==> src/rtl/uart_arb_pkg.sv <==
// Shared types and defaults for the UART transmit arbiter.
// The FSM state encoding and the default requester count / watchdog limit
// live here so the top level and any wrapper agree on them.
package uart_arb_pkg;

  localparam int DEF_NUM_REQ        = 4;
  localparam int DEF_TIMEOUT_CYCLES = 2048;

  typedef enum logic [1:0] {
    IDLE      = 2'd0,
    ISSUE     = 2'd1,
    WAIT_BUSY = 2'd2,
    WAIT_DONE = 2'd3
  } arb_state_t;

endpackage

==> src/rtl/uart_tx_arbiter_rr_picker.sv <==
// Round-robin selector: finds the first set request at or after ptr,
// wrapping modulo N. Purely combinational.
module rr_picker #(
  parameter int N = 4,
  parameter int W = $clog2(N)
) (
  input  logic [N-1:0] req,
  input  logic [W-1:0] ptr,
  output logic [N-1:0] grant,
  output logic [W-1:0] index,
  output logic         any
);

  logic [W:0]   sum;
  logic [W-1:0] cand;

  // Scan from the farthest offset down to zero so the nearest request to ptr wins
  always_comb begin
    grant = '0;
    index = '0;
    any   = 1'b0;
    sum   = '0;
    cand  = '0;
    for (int k = N - 1; k >= 0; k--) begin
      sum = {1'b0, ptr} + (W + 1)'(k);
      if (sum >= (W + 1)'(N)) begin
        sum = sum - (W + 1)'(N);
      end
      cand = sum[W-1:0];
      if (req[cand]) begin
        grant       = '0;
        grant[cand] = 1'b1;
        index       = cand;
        any         = 1'b1;
      end
    end
  end

endmodule

==> src/rtl/uart_tx_arbiter.sv <==
// Round-robin arbiter feeding single bytes from NUM_REQ requesters into one
// UART transmitter. One byte is accepted per transfer; the FSM tracks the
// transmitter's busy handshake before accepting the next byte.
// Optional watchdog: define UART_ARB_TIMEOUT_EN to abort a transfer whose
// busy handshake stalls for TIMEOUT_CYCLES cycles (pulses err_timeout).
module uart_tx_arbiter
  import uart_arb_pkg::*;
#(
  parameter int NUM_REQ        = DEF_NUM_REQ,
  parameter int TIMEOUT_CYCLES = DEF_TIMEOUT_CYCLES
) (
  input  logic                       clk,
  input  logic                       reset_n,
  input  logic [NUM_REQ-1:0]         req_valid,
  input  logic [8*NUM_REQ-1:0]       req_data,
  output logic [NUM_REQ-1:0]         req_ready,
  output logic                       tx_start,
  output logic [7:0]                 tx_data,
  input  logic                       tx_busy,
  output logic [$clog2(NUM_REQ)-1:0] grant_id,
  output logic                       arb_busy,
  output logic                       err_timeout
);

  localparam int IDX_W = $clog2(NUM_REQ);

  arb_state_t         state_reg, state_next;
  logic [IDX_W-1:0]   rr_ptr_reg, rr_ptr_next;
  logic [IDX_W-1:0]   pick_idx;
  logic [NUM_REQ-1:0] pick_grant;
  logic               pick_any;
  logic               accept;
  logic               timeout_hit;
  logic [7:0]         tx_data_reg;
  logic [IDX_W-1:0]   grant_id_reg;
  logic               tx_start_reg;
  logic [7:0]         req_byte [NUM_REQ];

  generate
    for (genvar gi = 0; gi < NUM_REQ; gi++) begin : g_bytes
      assign req_byte[gi] = req_data[8*gi +: 8];
    end
  endgenerate

  rr_picker #(.N(NUM_REQ), .W(IDX_W)) u_picker (
    .req   (req_valid),
    .ptr   (rr_ptr_reg),
    .grant (pick_grant),
    .index (pick_idx),
    .any   (pick_any)
  );

  // Accept only from IDLE with the transmitter free; reset also blocks it so
  // req_ready is zero while reset_n is low.
  assign accept      = reset_n & (state_reg == IDLE) & ~tx_busy & pick_any;
  assign rr_ptr_next = (pick_idx == IDX_W'(NUM_REQ - 1)) ? '0 : pick_idx + 1'b1;

`ifdef UART_ARB_TIMEOUT_EN
  localparam int CNT_W = (TIMEOUT_CYCLES > 2) ? $clog2(TIMEOUT_CYCLES) : 1;

  logic [CNT_W-1:0] wd_cnt_reg;
  logic             err_timeout_reg;

  assign timeout_hit = ((state_reg == WAIT_BUSY) || (state_reg == WAIT_DONE)) &&
                       (wd_cnt_reg == CNT_W'(TIMEOUT_CYCLES - 1));

  // Watchdog counts cycles spent waiting on the transmitter, restarts otherwise
  always_ff @(posedge clk or negedge reset_n) begin
    if (!reset_n) begin
      wd_cnt_reg      <= '0;
      err_timeout_reg <= 1'b0;
    end else begin
      err_timeout_reg <= timeout_hit;
      if (((state_reg == WAIT_BUSY) || (state_reg == WAIT_DONE)) && !timeout_hit) begin
        wd_cnt_reg <= wd_cnt_reg + 1'b1;
      end else begin
        wd_cnt_reg <= '0;
      end
    end
  end

  assign err_timeout = err_timeout_reg;
`else
  logic unused_timeout_cfg;

  assign unused_timeout_cfg = ^32'(TIMEOUT_CYCLES);
  assign timeout_hit        = 1'b0;
  assign err_timeout        = 1'b0;
`endif

  // State register
  always_ff @(posedge clk or negedge reset_n) begin
    if (!reset_n) begin
      state_reg <= IDLE;
    end else begin
      state_reg <= state_next;
    end
  end

  // Next-state logic; a watchdog expiry overrides the normal handshake
  always_comb begin
    state_next = state_reg;
    case (state_reg)
      IDLE:      if (accept)   state_next = ISSUE;
      ISSUE:                   state_next = WAIT_BUSY;
      WAIT_BUSY: if (tx_busy)  state_next = WAIT_DONE;
      WAIT_DONE: if (!tx_busy) state_next = IDLE;
      default:                 state_next = IDLE;
    endcase
    if (timeout_hit) begin
      state_next = IDLE;
    end
  end

  // Capture the winning byte, owner and pointer on accept; start pulse follows
  always_ff @(posedge clk or negedge reset_n) begin
    if (!reset_n) begin
      rr_ptr_reg   <= '0;
      tx_data_reg  <= '0;
      grant_id_reg <= '0;
      tx_start_reg <= 1'b0;
    end else begin
      tx_start_reg <= accept;
      if (accept) begin
        rr_ptr_reg   <= rr_ptr_next;
        tx_data_reg  <= req_byte[pick_idx];
        grant_id_reg <= pick_idx;
      end
    end
  end

  // Output decode: ready strobe for the winner only when an accept is possible
  always_comb begin
    req_ready = '0;
    arb_busy  = (state_reg != IDLE);
    if (accept) begin
      req_ready = pick_grant;
    end
  end

  assign tx_start = tx_start_reg;
  assign tx_data  = tx_data_reg;
  assign grant_id = grant_id_reg;

endmodule

==> config.mk <==
export PLATFORM = sky130hd
export DESIGN_NAME = uart_tx_arbiter
export DESIGN_NICKNAME = d
export VERILOG_FILES = /design/src/rtl/uart_arb_pkg.sv /design/src/rtl/uart_tx_arbiter_rr_picker.sv /design/src/rtl/uart_tx_arbiter.sv
export SDC_FILE = /design/constraint.sdc
export NUM_CORES = 1
export LEC_CHECK = 0
export BUFFER_PORTS_ARGS = -buffer_cell sky130_fd_sc_hd__buf_2
export CORE_ASPECT_RATIO = 1.25
export CORE_MARGIN = 1.5
export CORE_UTILIZATION = 51
export DETAILED_ROUTE_END_ITERATION = 10
export PLACE_DENSITY = 0.81
export SYNTH_ARGS = -nofsm -noshare
export SYNTH_HDL_FRONTEND = slang
export SYNTH_SLANG_ARGS = --single-unit
==> constraint.sdc <==
create_clock -name clk -period 3.6 [get_ports clk]
set_input_delay 0.18 -clock clk [delete_from_list [all_inputs] [get_ports clk]]
set_output_delay 0.18 -clock clk [all_outputs]
set_load 0.05 [all_outputs]
; ---- Yosys cells after proc, flatten, opt, wreduce, memory -nomap -nowiden
; Cells that the tools add are included.
[totals]
regBits = 15
latch_bits = 0
ramBits = 0
mem_bits_ro = 0
input_bits = 39
output_inout_bits = 17
wordCells = 86
memories = 0
[classes]
addsub = 8
n_mul = 0
div = 0
order_cmp = 13
eq_ne = 7
shifts = 0
muxes = 41
bitwise_logic = 5
n_reduce_logical = 7
[op_table]
columns = cell, n
row1 = 2-bit two-way mux, 12
row2 = 4-bit two-way mux, 5
row3 = 8-bit binary-select mux with 2-bit select, 1
row4 = 8-bit two-way mux, 2
row5 = 3-bit >= comparator (second input constant), 4
row6 = 2-bit by 3-bit less-than comparator with 1-bit output (second input constant), 4
row7 = 1-bit two-way mux, 12
row8 = 1-bit binary-select mux with 2-bit select, 4
row9 = 1-bit demux with 2-bit select, 4
row10 = 2-bit by 1-bit >= comparator with 1-bit output (second input constant), 4
row11 = 2-bit one-hot mux with 4 select lines, 1
row12 = 2-bit by 1-bit subtractor with 2-bit output (second input constant), 4
row13 = 2-bit by 2-bit adder with 3-bit output (second input constant), 2
row14 = 2-bit equality test (second input constant), 3
row15 = 2-bit != test (second input constant), 3
row16 = 1-bit logical AND, 4
row17 = 2-bit by 1-bit adder with 3-bit output (second input constant), 1
row18 = 1-bit bitwise AND, 3
row19 = 2-bit by 3-bit >= comparator with 1-bit output (second input constant), 1
row20 = 2-bit inverter with 3-bit output, 1
row21 = 3-bit AND reduction, 1
row22 = 2-bit by 1-bit adder with 2-bit output (second input constant), 1
row23 = 2-bit by 1-bit equality test with 1-bit output (second input constant), 1
row24 = 2-bit logical NOT, 1
row25 = other kinds (2), 2

; ---- Logic depth before layout (Yosys ltp)
; Gate-level depths: netlist of the first run.
[depth]
ltp_word = 13
depth_mapped = 13
depth_no_buf = 9

; ---- Hierarchy
; Synthesis of the first run repeated with hierarchy kept, for this count alone.
[hier_totals]
hier_cells = 167
hier_area_um2 = 1571.5
[by_module_without_submodules]
columns = module, n_inst, cells_each, area_per_inst_um2, seq_area_each_um2
row1 = uart_tx_arbiter, 1, 82, 888.4, 375.4
row2 = rr_picker, 1, 85, 683.2, 0.0

; ---- Worst setup path after synthesis of the first run
; No wires, ideal clock.
[synth_timing]
kind = reg-to-output
startpoint = reg rr_ptr_reg[0]
endpoint = out req_ready[0]
t_arrival_ps = 2938
required_ps = 3420
path_slack_ps = 482
stages_incl_launch_ff = 10
path_buffers = 4
cell_sequence = dfrtp_1 -> buf_6 -> buf_2 -> inv_1 -> ha_1 -> mux4_2 -> buf_2 -> o41ai_4 -> buf_2 -> nor2_1
[synth_via]
elab_chain_len = 12
word_cells_on_any_way = 53
cone_classes = add/sub: 7 / order compare: 12 / mux: 29 / bitwise: 1 / reduce/logical: 4
[synth_rtl]
columns = item, line
row1 = start: declaration, uart_tx_arbiter.sv:28  ; logic [IDX_W-1:0] rr_ptr_reg, rr_ptr_next;
row2 = start signal: assignment, uart_tx_arbiter.sv:125  ; rr_ptr_reg <= rr_ptr_next;
row3 = 2-bit by 2-bit adder with 3-bit output, uart_tx_arbiter_rr_picker.sv:25  ; sum = {1'b0, ptr} + (W + 1)'(k);
row4 = 3-bit >= comparator or 2-bit by 1-bit subtractor with 2-bit output (tied branches), "uart_tx_arbiter_rr_picker.sv:26, uart_tx_arbiter_rr_picker.sv:27"
row5 = 2-bit two-way mux, uart_tx_arbiter_rr_picker.sv:26  ; if (sum >= (W + 1)'(N)) begin
row6 = 2-bit by 3-bit less-than comparator with 1-bit output (implied by the code) or 2-bit by 1-bit >= comparator with 1-bit output (tied branches), uart_tx_arbiter_rr_picker.sv:32  ; grant[cand] = 1'b1;
row7 = 1-bit logical AND (implied by the code), uart_tx_arbiter_rr_picker.sv:32
row8 = 1-bit two-way mux (implied by the code), uart_tx_arbiter_rr_picker.sv:32
row9 = 1-bit demux with 2-bit select, n/a
row10 = 4-bit two-way mux (4 in series), uart_tx_arbiter_rr_picker.sv:30  ; if (req[cand]) begin
row11 = 4-bit two-way mux *, uart_tx_arbiter.sv:136  ; if (accept) begin
row12 = end: declaration, uart_tx_arbiter.sv:16  ; output logic [NUM_REQ-1:0] req_ready,
; Every way passes the cells marked *; elsewhere a longest branch is shown, timed or not. The select of a mux whose other input is x is not followed.

; ---- Worst setup path in the final report of the first run
[layout_timing]
startpoint = reg rr_ptr_reg[1]
endpoint = out req_ready[1]
; Same word-level chain as after synthesis.

==> impl_metrics.json, run 1 <==
{
  "worst-endpoint-arrival_ns": 3.08,
  "synth_top_area_share_pct": 21.7,
  "globalRoute.totalOverflow": 0,
  "drv_slew": 0,
  "tritoncts": "built",
  "hold_path_class": "primary input to register",
  "synth_warnings": 0,
  "yosys-top-cells-area": "sky130_fd_sc_hd__dfrtp_1 (22%), sky130_fd_sc_hd__ha_1 (9.4%), sky130_fd_sc_hd__a221oi_2 (6.1%), sky130_fd_sc_hd__nand2_1 (6.1%), sky130_fd_sc_hd__a221o_1 (4.1%)",
  "timing.final.crit_share_pct": 90.6,
  "die_y_um": 68.1,
  "clock-skew-final_ns": 0.00524,
  "clockRootBuffer": "sky130_fd_sc_hd__clkbuf_8",
  "grt_usage_pct": 23.1,
  "post_route_cells_drive_above_1_share_pct": 34.6,
  "clkSlewWorstSetupHoldPaths_ns": 0.06,
  "gp_congestion": 0.895,
  "vias_after_detailed_routing": 1680,
  "synth_sequential_area_ratio_pct": 21.7,
  "synth_enable_flop_cells": 0,
  "post_synth_most_frequent_cells": "sky130_fd_sc_hd__nand2_1 (28), sky130_fd_sc_hd__dfrtp_1 (15), sky130_fd_sc_hd__ha_1 (13), sky130_fd_sc_hd__inv_1 (13), sky130_fd_sc_hd__o21ai_0 (10)",
  "worst-setup-path-type": "register to primary output",
  "finish.net_count": 296,
  "number_of_global_route_vias_before_repair": 1475,
  "worst_r2r_path_depth": 9,
  "rsz0062_at_grt": "false",
  "synthDominantAreaCellType": "sky130_fd_sc_hd__dfrtp_1",
  "numCtsBuffers": 3,
  "vdd_ir_drop_max_mv": 0.655,
  "num_rows": 23,
  "fin_setup_tns_ns": 0,
  "largest_reg_flops": 8,
  "required_time_at_the_endpoint_of_the_critical_path_ns": 3.42,
  "reg2reg_slack_ns": 0.40,
  "clock_insertion_delay_worst_skew_ns": 0.25,
  "initial_core_util_pct": 53.6,
  "finalInstanceArea_mm2": 0.00205,
  "placedCellCount": 275,
  "crit_fanout": 12,
  "initial_antenna_violation_count": 0,
  "post_synth_instance_area_mm2": 0.00173,
  "flop_and_latch_count_out_of_synthesis": 15,
  "detail_route.first_pass.iterations": 4,
  "routed_wl_um": 4020,
  "synthesis.instances": 195,
  "drtAntennaViolNets": 0,
  "asyncSetResetFlopFracSynth_pct": 100,
  "instances_no_fill": 280,
  "detail_route.vias_per_cell": 6.00,
  "fmax_ghz": 0.306,
  "die_x_um": 55.0,
  "timing.max_slew.rel_slack_pct": 65.2,
  "power.static_leakage_nw": 0.964,
  "cts-root-to-sink-buffers": 2,
  "placed_cell_area_mm2": 0.00199,
  "cellPowerDensity_mw_per_mm2": 1010,
  "dp.final_hpwl_um": 2970,
  "max_cap_viols": 0,
  "layout-area-overhead-vs-synth_pct": 18.5,
  "port_buffers": 54,
  "mappedNetlistNets": 247,
  "post-synth-top-count-cell": "sky130_fd_sc_hd__nand2_1",
  "wl_per_cell_um": 14.4,
  "insertedDiodeCount": 0,
  "whs_path_depth": 3,
  "number_of_failing_hold_endpoints_at_the_final_stage": 0,
  "htreeDepth": 1,
  "timing_worst_slew_pin_value_ns": 0.520,
  "critical_path.endpoint_type": "primary output",
  "remaining_drc_errors": 0,
  "detailedRoute.firstIterationViolations": 59,
  "setup_viol": 0,
  "yosys.cell_types.count": 43,
  "postSynth.topFlopCell": "sky130_fd_sc_hd__dfrtp_1",
  "cp_startpoint_kind": "register",
  "min_from": "req_data[1]",
  "finalCriticalPeriod_ns": 3.26,
  "synth_area_per_cell_um2": 8.85,
  "critical_r2r_launch": "rr_ptr_reg[1]$_DFFE_PN0P_",
  "cts_sinks": 15,
  "n_fill_cell": 284,
  "run_status": "finished clean",
  "grt_pass1_wl_um": 6400,
  "ioPinCount": 56,
  "r2r-end": "rr_ptr_reg[1]$_DFFE_PN0P_",
  "design.core.area_mm2": 0.00322,
  "design.die.area_mm2": 0.00375,
  "hold-path-endpoint": "tx_data[1]$_DFFE_PN0P_",
  "maximum_number_of_pins_on_one_net_before_global_route_repair": 45
}
## through the flow
| step | power (mW) | setup slack, ns | hold WS, ns | utilization, % |
|---|---|---|---|---|
| final | 2.07 | 0.337 | 0.291 | 63.5 |
| after global routing | 2.24 | 0.140 | 0.333 | 63.5 |
| after CTS | 2.07 | 0.347 | 0.293 | 63.5 |
| after detailed placement | 1.93 | 0.445 | 0.107 | 61.8 |
| after global placement | 1.89 | 0.540 | 0.104 | 61.8 |
| after floorplan | 1.64 | 0.482 | -0.116 | - |
## cell usage in the layout, fill, tap and decap left out, types with 2 or more instances in the layout
cell                       count
sky130_fd_sc_hd__a211oi_1      7
sky130_fd_sc_hd__a21oi_1       4
sky130_fd_sc_hd__a221o_1       7
sky130_fd_sc_hd__a221oi_1      5
sky130_fd_sc_hd__a221oi_2      7
sky130_fd_sc_hd__and3_1        8
sky130_fd_sc_hd__buf_2        54
sky130_fd_sc_hd__buf_4         5
sky130_fd_sc_hd__clkbuf_8      3
sky130_fd_sc_hd__dfrtp_1      15
sky130_fd_sc_hd__ha_1         13
sky130_fd_sc_hd__inv_1        13
sky130_fd_sc_hd__mux2_2        2
sky130_fd_sc_hd__mux2i_1       6
sky130_fd_sc_hd__mux4_2        3
sky130_fd_sc_hd__nand2_1      28
sky130_fd_sc_hd__nor2_1        9
sky130_fd_sc_hd__nor2b_4       2
sky130_fd_sc_hd__nor3_1        4
sky130_fd_sc_hd__o211ai_1      2
sky130_fd_sc_hd__o21ai_0      10
sky130_fd_sc_hd__o21ai_1       2
sky130_fd_sc_hd__o311ai_0      4
sky130_fd_sc_hd__o311ai_1      4
sky130_fd_sc_hd__o31ai_1       8
## power breakdown
part	internal (mW)	leakage [nW]	switching, mW
Combinational	0.587	0.753	1.04
Sequential	0.247	0.188	0.0585
Clock	0.0783	0.0228	0.0560
Total	0.911	0.964	1.15
## how the worst max path moves through the flow
stage | depth (start not counted) | start | slack [ns] | to
after global routing | 6 | rr_ptr_reg[1]$_DFFE_PN0P_ | 0.14 | req_ready[3]
final | 6 | rr_ptr_reg[1]$_DFFE_PN0P_ | 0.34 | req_ready[1]
after CTS | 6 | rr_ptr_reg[1]$_DFFE_PN0P_ | 0.35 | req_ready[0]
after global placement | 9 | rr_ptr_reg[1]$_DFFE_PN0P_ | 0.54 | rr_ptr_reg[1]$_DFFE_PN0P_
after detailed placement | 9 | rr_ptr_reg[1]$_DFFE_PN0P_ | 0.45 | rr_ptr_reg[1]$_DFFE_PN0P_
after floorplan | 9 | rr_ptr_reg[0]$_DFFE_PN0P_ | 0.48 | req_ready[0]
## routing by layer
metal,wire (µm),track usage (%)
met3,179,1.31
met4,47,9.15
met1,1810,32.4
met2,1990,36.8
met5,0,0
## critical path, cell delays in order, from the launching register on
cell and delay, ns:
sky130_fd_sc_hd__dfrtp_1 0.59, sky130_fd_sc_hd__inv_1 0.21, sky130_fd_sc_hd__ha_1 0.41, sky130_fd_sc_hd__mux4_2 0.69, sky130_fd_sc_hd__o41ai_4 0.62, sky130_fd_sc_hd__nor2_1 0.09
sky130_fd_sc_hd__buf_2 0.23
## cells by family after synthesis
group,count (synthesis),synth area share [%]
flops,15,21.7
mux,13,10.1
other cells,1,0.217
compound gates,67,34.3
fa+ha+maj,13,9.42
simple gates,56,15.9
buf+inv,30,8.26
## what timing repair did
action / CTS / global route
hold buffers: 1 / 0
hold endpoints to repair: 15 / 0
setup buffers: 0 / 0
gates resized for setup: 0 / 0
## cell type report
class	instances	area [µm²]	area share, %
sequential	15	375	18.3
multi-input combinational	150	1210	59.1
inverter	14	52.6	2.57
clock buffer	4	45.0	2.20
tap	37	46.3	2.26
timing repair buffer	60	318	15.5
Note: power is estimated with default switching activity, not from simulation.
==> run 2, diff against run 1 <==
--- a/config.mk
+++ b/config.mk
@@ -7,8 +7,8 @@
 export LEC_CHECK = 0
 export BUFFER_PORTS_ARGS = -buffer_cell sky130_fd_sc_hd__buf_2
 export CORE_ASPECT_RATIO = 1.25
-export CORE_MARGIN = 1.5
 export CORE_UTILIZATION = 51
+export CTS_CLUSTER_DIAMETER = 50
 export DETAILED_ROUTE_END_ITERATION = 10
 export PLACE_DENSITY = 0.81
 export SYNTH_ARGS = -nofsm -noshare
==> run 2 against run 1 <==
Against the previous run: die area shrank 3.3%; combinational power hardly changed; register-to-register slack barely moved; count of clock-buffer cells in the layout unchanged; via count up 0.89%; global-route usage rose by 0.38 points; critical path depth stayed put; worst hold slack gained 0.0027 ns; power is 0.57% lower; critical endpoint is now req_ready[3].
==> impl_metrics.json, run 2 (synthesis results as in run 1) <==
{
  "run_status": "finished clean",
  "finalCriticalPeriod_ns": 3.26,
  "largest_reg_flops": 8,
  "vdd_ir_drop_max_mv": 0.629,
  "layout.cells.most_common": "sky130_fd_sc_hd__buf_2",
  "fin_setup_tns_ns": 0,
  "worst-endpoint-arrival_ns": 3.08,
  "number_of_global_route_vias_before_repair": 1429,
  "number_of_failing_hold_endpoints_at_the_final_stage": 0,
  "post_route_cells_drive_above_1_share_pct": 34.6,
  "vias_after_detailed_routing": 1695,
  "fmax_ghz": 0.307,
  "clock-skew-final_ns": 0.00353,
  "dp.final_hpwl_um": 2950,
  "p_sw_share_pct": 55.7,
  "design.die.area_mm2": 0.00362,
  "cp-startpoint": "rr_ptr_reg[1]$_DFFE_PN0P_",
  "critical_r2r_launch": "rr_ptr_reg[1]$_DFFE_PN0P_",
  "detail_route.vias_per_cell": 6.05,
  "required_time_at_the_endpoint_of_the_critical_path_ns": 3.42,
  "design.core.area_mm2": 0.00322,
  "drv_slew": 0,
  "die_y_um": 67.1,
  "ctsResizeCount": 0,
  "timing.final.crit_share_pct": 90.5,
  "gp_congestion": 0.847,
  "rsz0062_at_grt": "false",
  "numCtsBuffers": 3,
  "grt_usage_pct": 23.5,
  "worst-setup-path-type": "register to primary output",
  "n_fill_cell": 300,
  "max_cap_viols": 0,
  "clockRootBuffer": "sky130_fd_sc_hd__clkbuf_8",
  "timing_worst_slew_pin_value_ns": 0.620,
  "min_from": "req_data[1]",
  "cellPowerDensity_mw_per_mm2": 1000,
  "critical_path.endpoint_type": "primary output",
  "final_cell_mix": "sky130_fd_sc_hd__buf_2 (54), sky130_fd_sc_hd__nand2_1 (28), sky130_fd_sc_hd__dfrtp_1 (15)",
  "die_x_um": 54.0,
  "port_buffers": 54,
  "wl_per_cell_um": 13.9,
  "hold_path_class": "primary input to register",
  "drtAntennaViolNets": 0,
  "crit_fanout": 12,
  "critPathSlowestCell": "sky130_fd_sc_hd__mux4_2",
  "critical_path.cell_chain": "inv_1, ha_1, mux4_2, o41ai_4, nor2_1, buf_2",
  "grt_pass1_wl_um": 6370,
  "cp_startpoint_kind": "register",
  "finish.net_count": 296,
  "instances_no_fill": 280,
  "cts_sinks": 15,
  "clock_insertion_delay_worst_skew_ns": 0.24,
  "switchingPower_mw": 1.14,
  "seqPwrFrac_pct": 14.9,
  "combPwrFrac_pct": 78.6,
  "num_rows": 23,
  "initial_core_util_pct": 53.6,
  "cts-root-to-sink-buffers": 2,
  "insertedDiodeCount": 0,
  "power.static_leakage_nw": 0.964,
  "detail_route.first_pass.iterations": 5,
  "layout-area-overhead-vs-synth_pct": 18.5,
  "slowest_stage_delay_cp_ns": 0.69,
  "globalRoute.totalOverflow": 0,
  "tritoncts": "built",
  "detailedRoute.firstIterationViolations": 76,
  "cts-hold-fix-buffers": 1,
  "cts_setup_buffers": 0,
  "routed_wl_um": 3900,
  "timing.max_slew.rel_slack_pct": 57.9,
  "p_int_mw": 0.911,
  "remaining_drc_errors": 0,
  "ioPinCount": 56,
  "htreeDepth": 1,
  "clkSlewWorstSetupHoldPaths_ns": 0.06,
  "initial_antenna_violation_count": 0,
  "maximum_number_of_pins_on_one_net_before_global_route_repair": 45,
  "power.clock.fraction_pct": 6.4,
  "placedCellCount": 275,
  "setup_viol": 0
}
[run 2: cell counts in the layout (fill, tap and decap cells not counted)]
No cell type changed its count.
[run 2: layout make-up]
cell class | count | area [µm²] | share of cell area [%]
inverters | 14 | 52.6 | 2.57
well taps | 37 | 46.3 | 2.26
flip-flops and latches | 15 | 375 | 18.3
clock buffers | 4 | 45.0 | 2.20
repair buffers | 60 | 318 | 15.5
multi-input cells | 150 | 1210 | 59.1
[run 2: layer usage]
layer / share of wire (%) / global-route usage (%) / vias up
li1: - / - / 839
met1: 46 / 33.1 / 792
met2: 48 / 37.3 / 53
met3: 4.0 / 1.60 / 11
met4: 1.8 / 7.37 / 0
met5: 0 / 0 / -
[run 2: power by group through the flow]
stage	clock, mW	combinational (mW)	sequential, mW
floorplan	0	1.16	0.481
global route	0.139	1.78	0.317
detailed placement	0	1.61	0.307
finish	0.132	1.62	0.307
global placement	0	1.59	0.305
CTS	0.134	1.62	0.305
[run 2: stage by stage]
stage               worst slack [ns]  utilization (%)  hold slack, ns  area, µm²  power [mW]
finish                         0.342             63.5           0.294       2050        2.05
global route                   0.101             63.5           0.310       2050        2.24
CTS                            0.352             63.5           0.296       2050        2.06
detailed placement             0.464             61.8           0.110       1990        1.92
global placement               0.518             61.8           0.105       1990        1.90
floorplan                      0.482                -          -0.116       1730        1.64
[run 2: final timing paths]
path,depth (start not counted),slack (ns),end
max in group asynchronous,2,2.94,rr_ptr_reg[1]$_DFFE_PN0P_
setup / recovery,6,0.34,req_ready[3]
setup reg to reg,9,0.41,rr_ptr_reg[1]$_DFFE_PN0P_
hold / removal,3,0.29,tx_data[1]$_DFFE_PN0P_
min in group asynchronous,2,0.40,tx_data[3]$_DFFE_PN0P_
hold reg to reg,2,0.48,tx_data[6]$_DFFE_PN0P_
[run 2: critical path: cells and delay by family, from the launching register on]
kind | cells | cell delay (ns)
DFF | 1 | 0.60
and+or+nand+nor | 1 | 0.09
muxes | 1 | 0.69
buffers and inverters | 2 | 0.42
AOI/OAI and AO/OA | 1 | 0.61
adders and majority gates | 1 | 0.42
==> run 3, diff against run 2 <==
--- a/config.mk
+++ b/config.mk
@@ -11,6 +11,7 @@
 export CTS_CLUSTER_DIAMETER = 50
 export DETAILED_ROUTE_END_ITERATION = 10
 export PLACE_DENSITY = 0.81
+export RECOVER_POWER = 25
 export SYNTH_ARGS = -nofsm -noshare
 export SYNTH_HDL_FRONTEND = slang
 export SYNTH_SLANG_ARGS = --single-unit
==> run 3 against run 2 <==
Against the previous run: via count down 1.3%; sequential cell count unchanged; sequential share of layout area about the same.
==> impl_metrics.json, run 3 (synthesis results as in run 1) <==
{
  "ioPinCount": 56,
  "crit_fanout": 12,
  "dp.final_hpwl_um": 2950,
  "detail_route.first_pass.iterations": 4,
  "number_of_global_route_vias_before_repair": 1429,
  "largest_reg_flops": 8,
  "detailedRoute.firstIterationViolations": 69,
  "fmax_ghz": 0.307,
  "critical_path.endpoint_type": "primary output",
  "die_y_um": 67.1,
  "final_cell_mix": "sky130_fd_sc_hd__buf_2 (53), sky130_fd_sc_hd__nand2_1 (28), sky130_fd_sc_hd__dfrtp_1 (15)",
  "min_from": "req_data[1]",
  "post_route_cells_drive_above_1_share_pct": 34.2,
  "globalRoute.totalOverflow": 0,
  "htreeDepth": 1,
  "cts-hold-fix-buffers": 1,
  "design.die.area_mm2": 0.00362,
  "cts_setup_buffers": 0,
  "placed_cell_area_mm2": 0.00199,
  "vdd_ir_drop_max_mv": 0.627,
  "instances_no_fill": 280,
  "hold_path_class": "primary input to register",
  "clock-skew-final_ns": 0.00342,
  "ctsResizeCount": 0,
  "timing.final.crit_share_pct": 90.4,
  "numCtsBuffers": 3,
  "wl_per_cell_um": 13.9,
  "drv_slew": 0,
  "layout-area-overhead-vs-synth_pct": 18.4,
  "n_fill_cell": 301,
  "p_sw_share_pct": 55.6,
  "cp_startpoint_kind": "register",
  "pre_cts_ws_ns": 0.464,
  "worst-endpoint-arrival_ns": 3.07,
  "clkSlewWorstSetupHoldPaths_ns": 0.06,
  "num_rows": 23,
  "power.static_leakage_nw": 0.961,
  "run_status": "finished clean",
  "detail_route.vias_per_cell": 5.98,
  "die_x_um": 54.0,
  "port_buffers": 54,
  "placedCellCount": 275,
  "drtAntennaViolNets": 0,
  "p_int_mw": 0.910,
  "cts_sinks": 15,
  "number_of_failing_hold_endpoints_at_the_final_stage": 0,
  "multiInputGateArea_mm2": 0.00121,
  "cp-startpoint": "rr_ptr_reg[1]$_DFFE_PN0P_",
  "total_power_mw": 2.05,
  "count_of_buffer_and_inverter_cells_on_the_critical_path": 2,
  "finalCriticalPeriod_ns": 3.25,
  "cellPowerDensity_mw_per_mm2": 1000,
  "seqPwrFrac_pct": 14.9,
  "initial_core_util_pct": 53.6,
  "slowest_stage_delay_cp_ns": 0.69,
  "critPathSlowestCell": "sky130_fd_sc_hd__mux4_2",
  "maximum_number_of_pins_on_one_net_before_global_route_repair": 45,
  "vias_after_detailed_routing": 1673,
  "clockRootBuffer": "sky130_fd_sc_hd__clkbuf_8",
  "ff_latch_area_um2": 375,
  "power.clock.fraction_pct": 6.4,
  "required_time_at_the_endpoint_of_the_critical_path_ns": 3.42,
  "worst_path_dominant_cell_family": "multiplexers",
  "finalInstanceArea_mm2": 0.00204,
  "critical_r2r_launch": "rr_ptr_reg[1]$_DFFE_PN0P_",
  "tritoncts": "built",
  "gp_congestion": 0.847,
  "fin_setup_tns_ns": 0,
  "clock_insertion_delay_worst_skew_ns": 0.24,
  "worst-setup-path-type": "register to primary output",
  "grt_pass1_wl_um": 6370,
  "remaining_drc_errors": 0,
  "rsz0062_at_grt": "false",
  "finish.net_count": 296,
  "max_cap_viols": 0,
  "grt_usage_pct": 23.5,
  "insertedDiodeCount": 0,
  "critical_path.cell_chain": "inv_1, ha_1, mux4_2, o41ai_4, nor2_1, buf_2",
  "timing.max_slew.rel_slack_pct": 43.7,
  "setup_viol": 0,
  "combPwrFrac_pct": 78.6,
  "routed_wl_um": 3900,
  "final_critical_path_setup_slack_ns": 0.347,
  "initial_antenna_violation_count": 0,
  "layout.cells.most_common": "sky130_fd_sc_hd__buf_2",
  "design.core.area_mm2": 0.00322,
  "switchingPower_mw": 1.14,
  "timing_worst_slew_pin_value_ns": 0.845,
  "cts-root-to-sink-buffers": 2
}
==> run 3: worst paths after layout <==
kind                       slack, ns                   endpoint  cells after the start
max                             0.35               req_ready[3]                      6
min                             0.29     tx_data[1]$_DFFE_PN0P_                      3
max reg2reg                     0.42  rr_ptr_reg[1]$_DFFE_PN0P_                      9
min reg2reg                     0.48     tx_data[6]$_DFFE_PN0P_                      2
max in group asynchronous       2.50  rr_ptr_reg[1]$_DFFE_PN0P_                      2
min in group asynchronous       0.58     tx_data[3]$_DFFE_PN0P_                      2
==> run 3: cell type report <==
cell class                 instances  area share [%]
clock buffer                       4            2.20
sequential                        15            18.4
tap                               37            2.26
inverter                          14            2.57
multi-input combinational        150            59.1
timing repair buffer              60            15.5
==> run 3: metal layers <==
metal | up-vias | track usage [%] | part of all wire (%)
met3 | 6 | 1.60 | 4.2
met1 | 780 | 33.1 | 46
met5 | - | 0 | 0
met2 | 48 | 37.3 | 49
li1 | 839 | - | -
met4 | 0 | 7.37 | 1.6
==> run 3: metrics by stage <==
step,utilization (%),hold slack [ns]
detailed placement,61.8,0.110
global route,63.4,0.310
finish,63.4,0.295
global placement,61.8,0.105
floorplan,-,-0.116
CTS,63.5,0.296
==> run 3: worst min-delay path: cells and delay by family <==
family                 cells  cell delay [ns]
buffers and inverters      1             0.09
AO/OA/AOI/OAI              1             0.09
multiplexers               1             0.12
==> run 3: power groups by stage <==
stage	clock network, mW	logic [mW]	registers (mW)
2_1_floorplan	0	1.16	0.481
3_3_place_gp	0	1.59	0.305
3_5_place_dp	0	1.61	0.307
4_1_cts	0.134	1.62	0.305
5_1_grt	0.139	1.78	0.317
6_report	0.132	1.61	0.307
